[config.mk]
export PLATFORM = sky130hd
export DESIGN_NAME = display_mux_n
export DESIGN_NICKNAME = d
export VERILOG_FILES = /design/src/rtl/display_mux_n.sv
export SDC_FILE = /design/constraint.sdc
export NUM_CORES = 1
export LEC_CHECK = 0
export BUFFER_PORTS_ARGS = -buffer_cell sky130_fd_sc_hd__buf_2
export CAP_MARGIN = 30
export CORE_MARGIN = 4
export CORE_UTILIZATION = 61
export CTS_BUF_LIST = sky130_fd_sc_hd__clkbuf_16
export DETAILED_ROUTE_END_ITERATION = 10
export GPL_TIMING_DRIVEN = 0
export HOLD_SLACK_MARGIN = 0.12
export MAX_ROUTING_LAYER = met4
export PLACE_DENSITY = 0.85
export SLEW_MARGIN = 20
export SYNTH_ARGS = -nofsm -noshare
export SYNTH_HDL_FRONTEND = slang
export SYNTH_SLANG_ARGS = --single-unit
[constraint.sdc]
create_clock -name clk -period 3.8 [get_ports clk]
set_input_delay 0.76 -clock clk [delete_from_list [all_inputs] [get_ports clk]]
set_output_delay 0.76 -clock clk [all_outputs]
set_load 0.05 [all_outputs]
[src/rtl/display_mux_n.sv]
// Multiplexed seven-segment scanner: N_DIGITS hex digits, per-digit blank and
// decimal point, 8-level PWM brightness, frame-synchronous content snapshot.
module display_mux_n #(
    parameter int N_DIGITS = 6,
    parameter int DIV_LOG2 = 10
) (
    input  logic                  clk,
    input  logic                  rst,
    input  logic [4*N_DIGITS-1:0] data,
    input  logic [N_DIGITS-1:0]   blank,
    input  logic [N_DIGITS-1:0]   dp,
    input  logic [2:0]            bright,
    output logic [0:6]            sseg,
    output logic                  dp_n,
    output logic [N_DIGITS-1:0]   an,
    output logic                  led,
    output logic                  frame_tick
);

    localparam int DW = (N_DIGITS > 1) ? $clog2(N_DIGITS) : 1;
    localparam logic [DIV_LOG2-1:0] SLOT_LAST  = '1;
    localparam logic [DW-1:0]       DIGIT_LAST = DW'(N_DIGITS - 1);

    logic [DIV_LOG2-1:0]   slotCnt;
    logic [DW-1:0]         digitIdx;
    logic [4*N_DIGITS-1:0] dataSnap;
    logic [N_DIGITS-1:0]   blankSnap;
    logic [N_DIGITS-1:0]   dpSnap;
    logic                  frameSeen;

    logic                  slotEnd;
    logic                  frameEnd;
    logic [3:0]            curNibble;
    logic                  curBlank;
    logic                  curDp;
    logic                  digitOn;
    logic [6:0]            segCode;
    logic [N_DIGITS-1:0]   anNext;
    logic                  startTick;

    // Hex to active-low segments, bit 6 = a ... bit 0 = g.
    function automatic logic [6:0] segDecode(input logic [3:0] v);
        logic [6:0] s;
        unique case (v)
            4'h0: s = 7'b0000001;
            4'h1: s = 7'b1001111;
            4'h2: s = 7'b0010010;
            4'h3: s = 7'b0000110;
            4'h4: s = 7'b1001100;
            4'h5: s = 7'b0100100;
            4'h6: s = 7'b0100000;
            4'h7: s = 7'b0001111;
            4'h8: s = 7'b0000000;
            4'h9: s = 7'b0000100;
            4'hA: s = 7'b0001000;
            4'hB: s = 7'b1100000;
            4'hC: s = 7'b0110001;
            4'hD: s = 7'b1000010;
            4'hE: s = 7'b0110000;
            default: s = 7'b0111000;
        endcase
        return s;
    endfunction

    assign slotEnd  = (slotCnt == SLOT_LAST);
    assign frameEnd = slotEnd && (digitIdx == DIGIT_LAST);

    // Slot counter and digit index; digit wraps explicitly so non-power-of-2
    // digit counts never reach an unused index.
    always_ff @(posedge clk or negedge rst) begin
        if (!rst) begin
            slotCnt  <= '0;
            digitIdx <= '0;
        end else begin
            slotCnt <= slotCnt + 1'b1;
            if (slotEnd)
                digitIdx <= frameEnd ? '0 : digitIdx + 1'b1;
        end
    end

    // Frame snapshot of displayed content, taken on the wrap to digit 0.
    always_ff @(posedge clk or negedge rst) begin
        if (!rst) begin
            dataSnap  <= '0;
            blankSnap <= '0;
            dpSnap    <= '0;
            frameSeen <= 1'b0;
        end else if (frameEnd) begin
            dataSnap  <= data;
            blankSnap <= blank;
            dpSnap    <= dp;
            frameSeen <= 1'b1;
        end
    end

    // Select the current digit's snapshot fields and form the anode pattern.
    always_comb begin
        curNibble = '0;
        curBlank  = 1'b0;
        curDp     = 1'b0;
        for (int unsigned i = 0; i < N_DIGITS; i++) begin
            if (digitIdx == DW'(i)) begin
                curNibble = dataSnap[i*4 +: 4];
                curBlank  = blankSnap[i];
                curDp     = dpSnap[i];
            end
        end
        digitOn = !curBlank && (slotCnt[DIV_LOG2-1 -: 3] <= bright);
        segCode = segDecode(curNibble);
        anNext  = '1;
        for (int unsigned i = 0; i < N_DIGITS; i++) begin
            if (digitOn && (digitIdx == DW'(i)))
                anNext[i] = 1'b0;
        end
        startTick = frameSeen && (slotCnt == '0) && (digitIdx == '0);
    end

    // Registered pin drivers; segments stay dark whenever no anode is enabled.
    always_ff @(posedge clk or negedge rst) begin
        if (!rst) begin
            an         <= '1;
            sseg       <= 7'b1111111;
            dp_n       <= 1'b1;
            led        <= 1'b0;
            frame_tick <= 1'b0;
        end else begin
            an         <= anNext;
            sseg       <= digitOn ? segCode : 7'b1111111;
            dp_n       <= !(digitOn && curDp);
            frame_tick <= startTick;
            led        <= led ^ startTick;
        end
    end

endmodule

==> reports/results.tsv, run 1 <==
stage	metric	value	unit
status	status	finished clean	
sta	relative slew slack	47.3	%
placed_design	hpwl dp	5060	um
clock_tree	number of hold buffers added after CTS	0	
grt	largest net degree at the start of global routing	67	
sta	worst slew pin tran	0.790	ns
routing	Remaining DRCs	0	
worst_setup_path	critical path peak fanout	10	
final_layout	ANT cells	0	
logic_synthesis	Yosys cell types	47	
clock_tree	setup repair bufs after CTS	0	
clock_tree	clock buffer count from CTS	9	
logic_synthesis	top-area cell type share of the netlist area	38.0	%
power_and_ir_drop	Clock Power Share	50.7	%
floorplanning	Rows	27	
routing	met3 WL	390	um
sta	Finish-stage setup viols	0	
hold_path	Worst Hold Class	reg -> reg	
routing	Detail Route Antenna Nets	0	
worst_setup_path	startpoint types	flip-flop	
routing	Top Metal Used	met4	
clock_tree	Root Driver	clkbuf_16	
sta	final period utilization	83.5	%
logic_synthesis	largest cells by area after synthesis	dfrtp_1 (38%), mux2_4 (13%), dfstp_2 (11%)	
routing	WL per Instance	16.9	um
worst_setup_path	crit end category	flip-flop	
clock_tree	clock-pin transition on the worst setup and hold timing paths	0.05	ns
clock_tree	Clock H-tree levels	3	
logic_synthesis	Mapped Area	3430	um^2
power_and_ir_drop	internal power	1230	uW
logic_synthesis	flops & latches, synth	66	
sta	setup TNS	0	ns
grt	grt ovf	0	
sta	max-slew violation count	0	
floorplanning	Top Ports	57	
routing	met1 wire length	3070	um
logic_synthesis	Mean Syn Cell Area	12.2	um^2
final_layout	layout cells sized above 1	39.2	%
final_layout	Area growth syn-to-layout	19.3	%
placed_design	routability cong.	0.848	
logic_synthesis	yosys warns	0	
grt	first-pass GRT wire length	12100	um
logic_synthesis	sequential-to-total area share from yosys stat	48.7	%
floorplanning	die span in y	83.0	um
clock_tree	PostCTS Resize Cnt	0	
routing	DR vias	2433	
worst_setup_path	CP top delay family	buffers and inverters	
clock_tree	CTS max path bufs	2	
logic_synthesis	EDFF count, synth	0	
floorplanning	Initial Util	62.6	%
power_and_ir_drop	Net Switching	324	uW
flow_run	MaxCap Viol Count	0	
worst_setup_path	WP data arrival	3.44	ns
sta	RSZ-0062 raised after global routing	false	
power_and_ir_drop	Sequential Power Share	45.7	%
hold_path	Hold EP	led	
grt	initial antenna violation count	0	
worst_setup_path	setup slack, reg-to-reg	0.63	ns
sta	fmax	315	MHz
sta	Final Hold Viols	0	
sta	post-route minimum period	3.17	ns
logic_synthesis	Synth Instances	280	
hold_path	worst hold start	led	
worst_setup_path	r2r endpoint	sseg[3]	
logic_synthesis	Top FF cell, synth	dfrtp_1	
worst_setup_path	Critical Path RT	4.07	ns
floorplanning	die area	6880	um^2
worst_setup_path	Critical Path Max Stage Delay	0.38	ns
logic_synthesis	Synthesized Nets	337	
grt	Total GRT Usage	22.8	%
routing	via/cell ratio	5.74	
worst_setup_path	FF-to-FF Start	digitIdx[2]	
routing	Detailed Route Iter0 Violations	208	
worst_setup_path	crit path kind	reg -> reg	
hold_path	hold path cells	1	
floorplanning	core area	5470	um^2
power_and_ir_drop	LEAKAGE	0.00198	uW
worst_setup_path	CP bufs+invs	4	
final_layout	NumNets Final	404	
clock_tree	Worst-Skew Late Latency	0.33	ns
final_layout	final core utilization	74.7	%
power_and_ir_drop	Logic pwr share	3.6	%
power_and_ir_drop	Pwr Density	380	nW/um^2
routing	DR pass1 iterations	4	
logic_synthesis	Synth area leader	dfrtp_1	
worst_setup_path	crit path cell chain	buf_2 -> clkbuf_1 -> inv_1 -> ha_1 -> or2_2 -> a221oi_1 -> o22a_1 -> inv_1 -> ha_1 -> mux2i_1 -> mux2_2 -> nand2_1	
grt	vias in the first global route	2550	
routing	Detailed Route WL	7170	um
worst_setup_path	WP depth	12	
clock_tree	CTS tree	built	
power_and_ir_drop	Max IR drop VDD	0.287	mV
logic_synthesis	async set-reset flop share out of synthesis	100	%
worst_setup_path	r2r worst-path depth	12	
worst_setup_path	Worst path slowest cell	clkbuf_1	
power_and_ir_drop	sw frac	20.9	%
sta	clk_skew	0.00691	ns
clock_tree	# clock sinks	66	
placed_design	# port buffers	56	
floorplanning	Horiz. Die Dim	83.0	um
routing	met2 WL	3550	um
final cells by class:
type | instances | area [um^2]
clock inverter | 7 | 62.6
inverter | 17 | 63.8
clock buffer | 9 | 225
tap | 72 | 90.1
fill | 384 | 1390
buffer | 15 | 134
timing repair buffer | 56 | 283
multi-input combinational | 182 | 1560
sequential | 66 | 1670
cell usage after synthesis (3+ instances only):
master	number
a21oi_1	11
a221oi_1	3
and3_1	3
buf_12	4
buf_2	4
clkbuf_1	6
dfrtp_1	52
dfstp_2	14
ha_1	16
inv_1	17
mux2_2	9
mux2_4	29
mux2i_1	6
nand2_1	21
nand2b_1	5
nand3_1	11
nand3b_1	3
nand4_1	3
nor2_1	3
nor2b_1	4
o21ai_0	8
o21ai_1	3
o221ai_1	7
xnor2_1	6
xor2_1	3
placed cells by master, fill, tap and decap left out, drive strengths merged, types with 2 or more instances in the layout:
cell      instances
a221oi            3
o22ai             2
nand3b            3
o221ai            7
clkinv            2
a21oi            11
a21o              2
or2               2
ha               16
nor3              2
or4               2
clkinvlp          2
and3              3
nor2b             5
nand3            11
dfstp            14
o21ai            11
xnor2             6
a31oi             2
dfrtp            52
clkbuf           15
mux2i             6
buf              65
nor3b             2
nand2            21
nand4             3
mux2             38
inv              19
nand2b            5
nand4b            2
nor2              3
xor2              3
per-stage QoR:
step                instance area, um^2  hold WS [ns]  power (uW)  std cells  worst slack, ns
floorplan                          3430         0.439         739        280             1.19
global placement                   3800         0.451         776        408            0.662
detailed placement                 3800         0.454         778        408            0.651
CTS                                4090         0.464        1560        424            0.624
global route                       4090         0.484        1610        424            0.277
finish                             4090         0.461        1550        424            0.628
layer usage:
layer | global-route usage [%] | vias up
met5 | - | -
met4 | 10.1 | 0
met3 | 5.56 | 19
met2 | 35.4 | 85
met1 | 28.5 | 1199
li1 | - | 1130
power groups by stage:
stage	Sequential, uW	Combinational [uW]	Clock, uW
after floorplan	733	6.90	0
after global placement	721	55.2	0
after detailed placement	721	56.6	0
after CTS	709	56.9	794
after global routing	709	62.2	834
final	710	56.0	788
sequential cells by signal, indices dropped and copies added, names as in the netlist:
register and count:
dpSnap 6, dataSnap 24, frameSeen 1, blankSnap 6
sseg 7, digitIdx 3, slotCnt 10, an 6
frame_tick 1, led 1, dp_n 1
worst max-delay path by stage:
stage / startpoint / to / slack, ns
2_1_floorplan: digitIdx[2] / sseg[3] / 1.19
3_3_place_gp: digitIdx[2] / sseg[3] / 0.66
3_5_place_dp: digitIdx[2] / sseg[3] / 0.65
4_1_cts: digitIdx[2] / sseg[3] / 0.62
5_1_grt: digitIdx[2] / sseg[0] / 0.28
6_report: digitIdx[2] / sseg[3] / 0.63
cell families (layout without fill, tap and decap cells):
kind of cell    after synthesis  count (layout)  synth area share (%)
fa+ha+maj                    16              16                  5.84
buf+inv                      32             104                  5.77
compound gates               44              44                  8.51
flops                        66              66                  48.7
mux                          44              44                  17.4
simple gates                 69              69                  11.5
xor+xnor                      9               9                  2.30
Power figures use the tool's default switching activity.
==> run 2, diff against run 1 <==
CORE_UTILIZATION = 51   (was 61)
PLACE_DENSITY = 0.76   (was 0.85)
clock period = 2.75 ns   (was 3.8 ns; I/O delays follow)
==> reports/results.tsv, run 2 (synthesis results as in run 1) <==
stage	metric	value	unit	change
floorplanning	Horiz. Die Dim	90.0	um	was 83.0 um
clock_tree	number of hold buffers added after CTS	0		unchanged
power_and_ir_drop	internal power	1810	uW	was 1230 uW
worst_setup_path	crit end category	flip-flop		unchanged
final_layout	Layout fillers	485		was 384
worst_setup_path	Worst path slowest cell	dfrtp_1		was clkbuf_1
clock_tree	clock-pin transition on the worst setup and hold timing paths	0.06	ns	was 0.05 ns
final_layout	Top reg by flops	dataSnap		unchanged
worst_setup_path	crit path cell chain	buf_4 -> clkbuf_8 -> inv_1 -> ha_2 -> or2_2 -> a221oi_2 -> o22a_1 -> buf_4 -> ha_2 -> mux2i_1 -> mux2_2 -> nand2_1		was buf_2 -> clkbuf_1 -> inv_1 -> ha_1 -> or2_2 -> a221oi_1 -> o22a_1 -> inv_1 -> ha_1 -> mux2i_1 -> mux2_2 -> nand2_1
floorplanning	Top Ports	57		unchanged
final_layout	FF/Latch Area	1670	um^2	unchanged
sta	Finish-stage setup viols	0		unchanged
routing	Top Metal Used	met4		unchanged
clock_tree	Root Driver	clkbuf_16		unchanged
power_and_ir_drop	Pwr Density	542	nW/um^2	was 380 nW/um^2
routing	Detailed Route Iter0 Violations	130		was 208
final_layout	multi-input combinational cell area	1590	um^2	was 1560 um^2
final_layout	NumNets Final	408		was 404
sta	Final Hold Viols	0		unchanged
clock_tree	Worst-Skew Late Latency	0.33	ns	about the same
final_layout	largest registers	dataSnap x24, slotCnt x10, sseg x7		unchanged
grt	largest net degree at the start of global routing	38		was 67
worst_setup_path	crit path kind	reg -> reg		unchanged
sta	relative slew slack	52.4	%	was 47.3%
final_layout	commonest non-fill, non-tap cell in the layout	buf_2		unchanged
sta	clk_skew	0.00786	ns	was 0.00691 ns
final_layout	max reg flops	24		unchanged
sta	RSZ-0062 raised after global routing	false		unchanged
power_and_ir_drop	LEAKAGE	0.00203	uW	was 0.00198 uW
power_and_ir_drop	Clock Power Share	53.7	%	was 50.7%
grt	Total GRT Usage	19.3	%	was 22.8%
final_layout	Area growth syn-to-layout	23.5	%	was 19.3%
placed_design	routability cong.	0.887		was 0.848
power_and_ir_drop	Sequential Power Share	42.7	%	was 45.7%
grt	vias in the first global route	2444		was 2550
status	status	finished clean		unchanged
routing	met2 WL	3700	um	was 3550 um
routing	DR vias	2375		was 2433
floorplanning	Initial Util	53.4	%	was 62.6%
placed_design	# port buffers	56		unchanged
floorplanning	core area	6420	um^2	was 5470 um^2
grt	grt ovf	0		unchanged
final_layout	layout cells sized above 1	44.1	%	was 39.2%
floorplanning	die span in y	90.0	um	was 83.0 um
final_layout	most frequent cells in the layout	buf_2 (56), dfrtp_1 (52), mux2_4 (29)		was buf_2 (59), dfrtp_1 (52), mux2_4 (29)
routing	met1 wire length	3260	um	was 3070 um
sta	final period utilization	94.3	%	was 83.5%
power_and_ir_drop	Logic pwr share	3.6	%	about the same
worst_setup_path	Critical Path RT	3.02	ns	was 4.07 ns
sta	max-slew violation count	0		unchanged
worst_setup_path	critical path peak fanout	10		unchanged
final_layout	final instance area	4230	um^2	was 4090 um^2
floorplanning	Rows	29		was 27
power_and_ir_drop	Net Switching	484	uW	was 324 uW
routing	WL per Instance	16.9	um	about the same
placed_design	hpwl dp	5260	um	was 5060 um
clock_tree	Clock H-tree levels	3		unchanged
worst_setup_path	WP data arrival	2.86	ns	was 3.44 ns
clock_tree	CTS tree	built		unchanged
routing	DR pass1 iterations	4		unchanged
hold_path	Worst Hold Class	in -> async		was reg -> reg
routing	via/cell ratio	5.48		was 5.74
sta	fmax	386	MHz	was 315 MHz
placed_design	dpl cell area	3830	um^2	was 3800 um^2
sta	post-route minimum period	2.59	ns	was 3.17 ns
clock_tree	# clock sinks	66		unchanged
power_and_ir_drop	Max IR drop VDD	0.291	mV	was 0.287 mV
grt	first-pass GRT wire length	12000	um	was 12100 um
grt	initial antenna violation count	0		unchanged
worst_setup_path	Critical Path Max Stage Delay	0.32	ns	was 0.38 ns
routing	met3 WL	278	um	was 390 um
final_layout	ANT cells	0		unchanged
routing	Detail Route Antenna Nets	0		unchanged
floorplanning	die area	8100	um^2	was 6880 um^2
clock_tree	clock buffer count from CTS	9		unchanged
flow_run	MaxCap Viol Count	0		unchanged
routing	Detailed Route WL	7330	um	was 7170 um
clock_tree	CTS max path bufs	2		unchanged
sta	worst slew pin tran	0.712	ns	was 0.790 ns
sta	setup TNS	0	ns	unchanged
routing	Remaining DRCs	0		unchanged
power_and_ir_drop	sw frac	21.1	%	was 20.9%
worst_setup_path	startpoint types	flip-flop		unchanged
## run 2: worst paths after layout
| path | start | endpoint | slack [ns] | cells after the start |
|---|---|---|---|---|
| worst max-delay path | digitIdx[2] | sseg[3] | 0.16 | 12 |
| worst min-delay path | rst | blankSnap[5] | 0.15 | 1 |
| worst max register to register | digitIdx[2] | sseg[3] | 0.16 | 12 |
| worst min register to register | led | led | 0.46 | 1 |
| max in group asynchronous | rst | an[5] | 2.02 | 2 |
| min in group clk | data[5] | dataSnap[5] | 0.45 | 2 |
## run 2: worst max-delay path, delay by kind of cell (launching register included)
kind / cells / cell delay [ns]
compound gates: 2 / 0.47
fa+ha+maj: 2 / 0.45
buf+inv: 4 / 0.58
flops: 1 / 0.32
mux: 2 / 0.34
simple gates: 2 / 0.37
## run 2: timing repair
action / CTS / global route
endpoints found under the setup margin: 7 / 7
pin swaps: 1 / 3
gates resized for setup: 9 / 14
gates cloned: 0 / 0
buffers inserted: 1 / 3
## run 2: per-stage QoR
step                hold slack (ns)  util [%]  std cells  power [uW]  worst slack (ns)
floorplan                     0.254         -        280        1020             0.145
detailed placement            0.455      59.6        414        1080            -0.348
global route                  0.173      65.9        433        2370           0.00452
CTS                           0.152      65.3        431        2320           0.00254
finish                        0.146      65.9        433        2290             0.157
global placement              0.453      59.2        413        1070            -0.361
## run 2: power by group through the flow
stage                     sequential, uW  clock, uW  combinational [uW]
after floorplan                     1010          0                9.53
after global placement               996          0                77.0
after detailed placement             996          0                83.3
after CTS                            980       1260                83.5
after global routing                 980       1300                90.7
final                                980       1230                81.5
## run 2: metal layers
| metal | vias to the layer above | global-route usage (%) |
|---|---|---|
| met4 | 0 | 7.02 |
| met2 | 56 | 30.8 |
| li1 | 1137 | - |
| met1 | 1174 | 24.3 |
| met3 | 8 | 4.59 |
| met5 | - | - |
## run 2: layout make-up
type,instances,share of cell area [%]
plain buffers,14,3.72
clock buffers,9,5.32
clock inverters,7,2.42
inverters,17,1.51
multi-input cells,182,37.5
flip-flops and latches,66,39.4
well taps,77,2.28
repair buffers,61,7.86
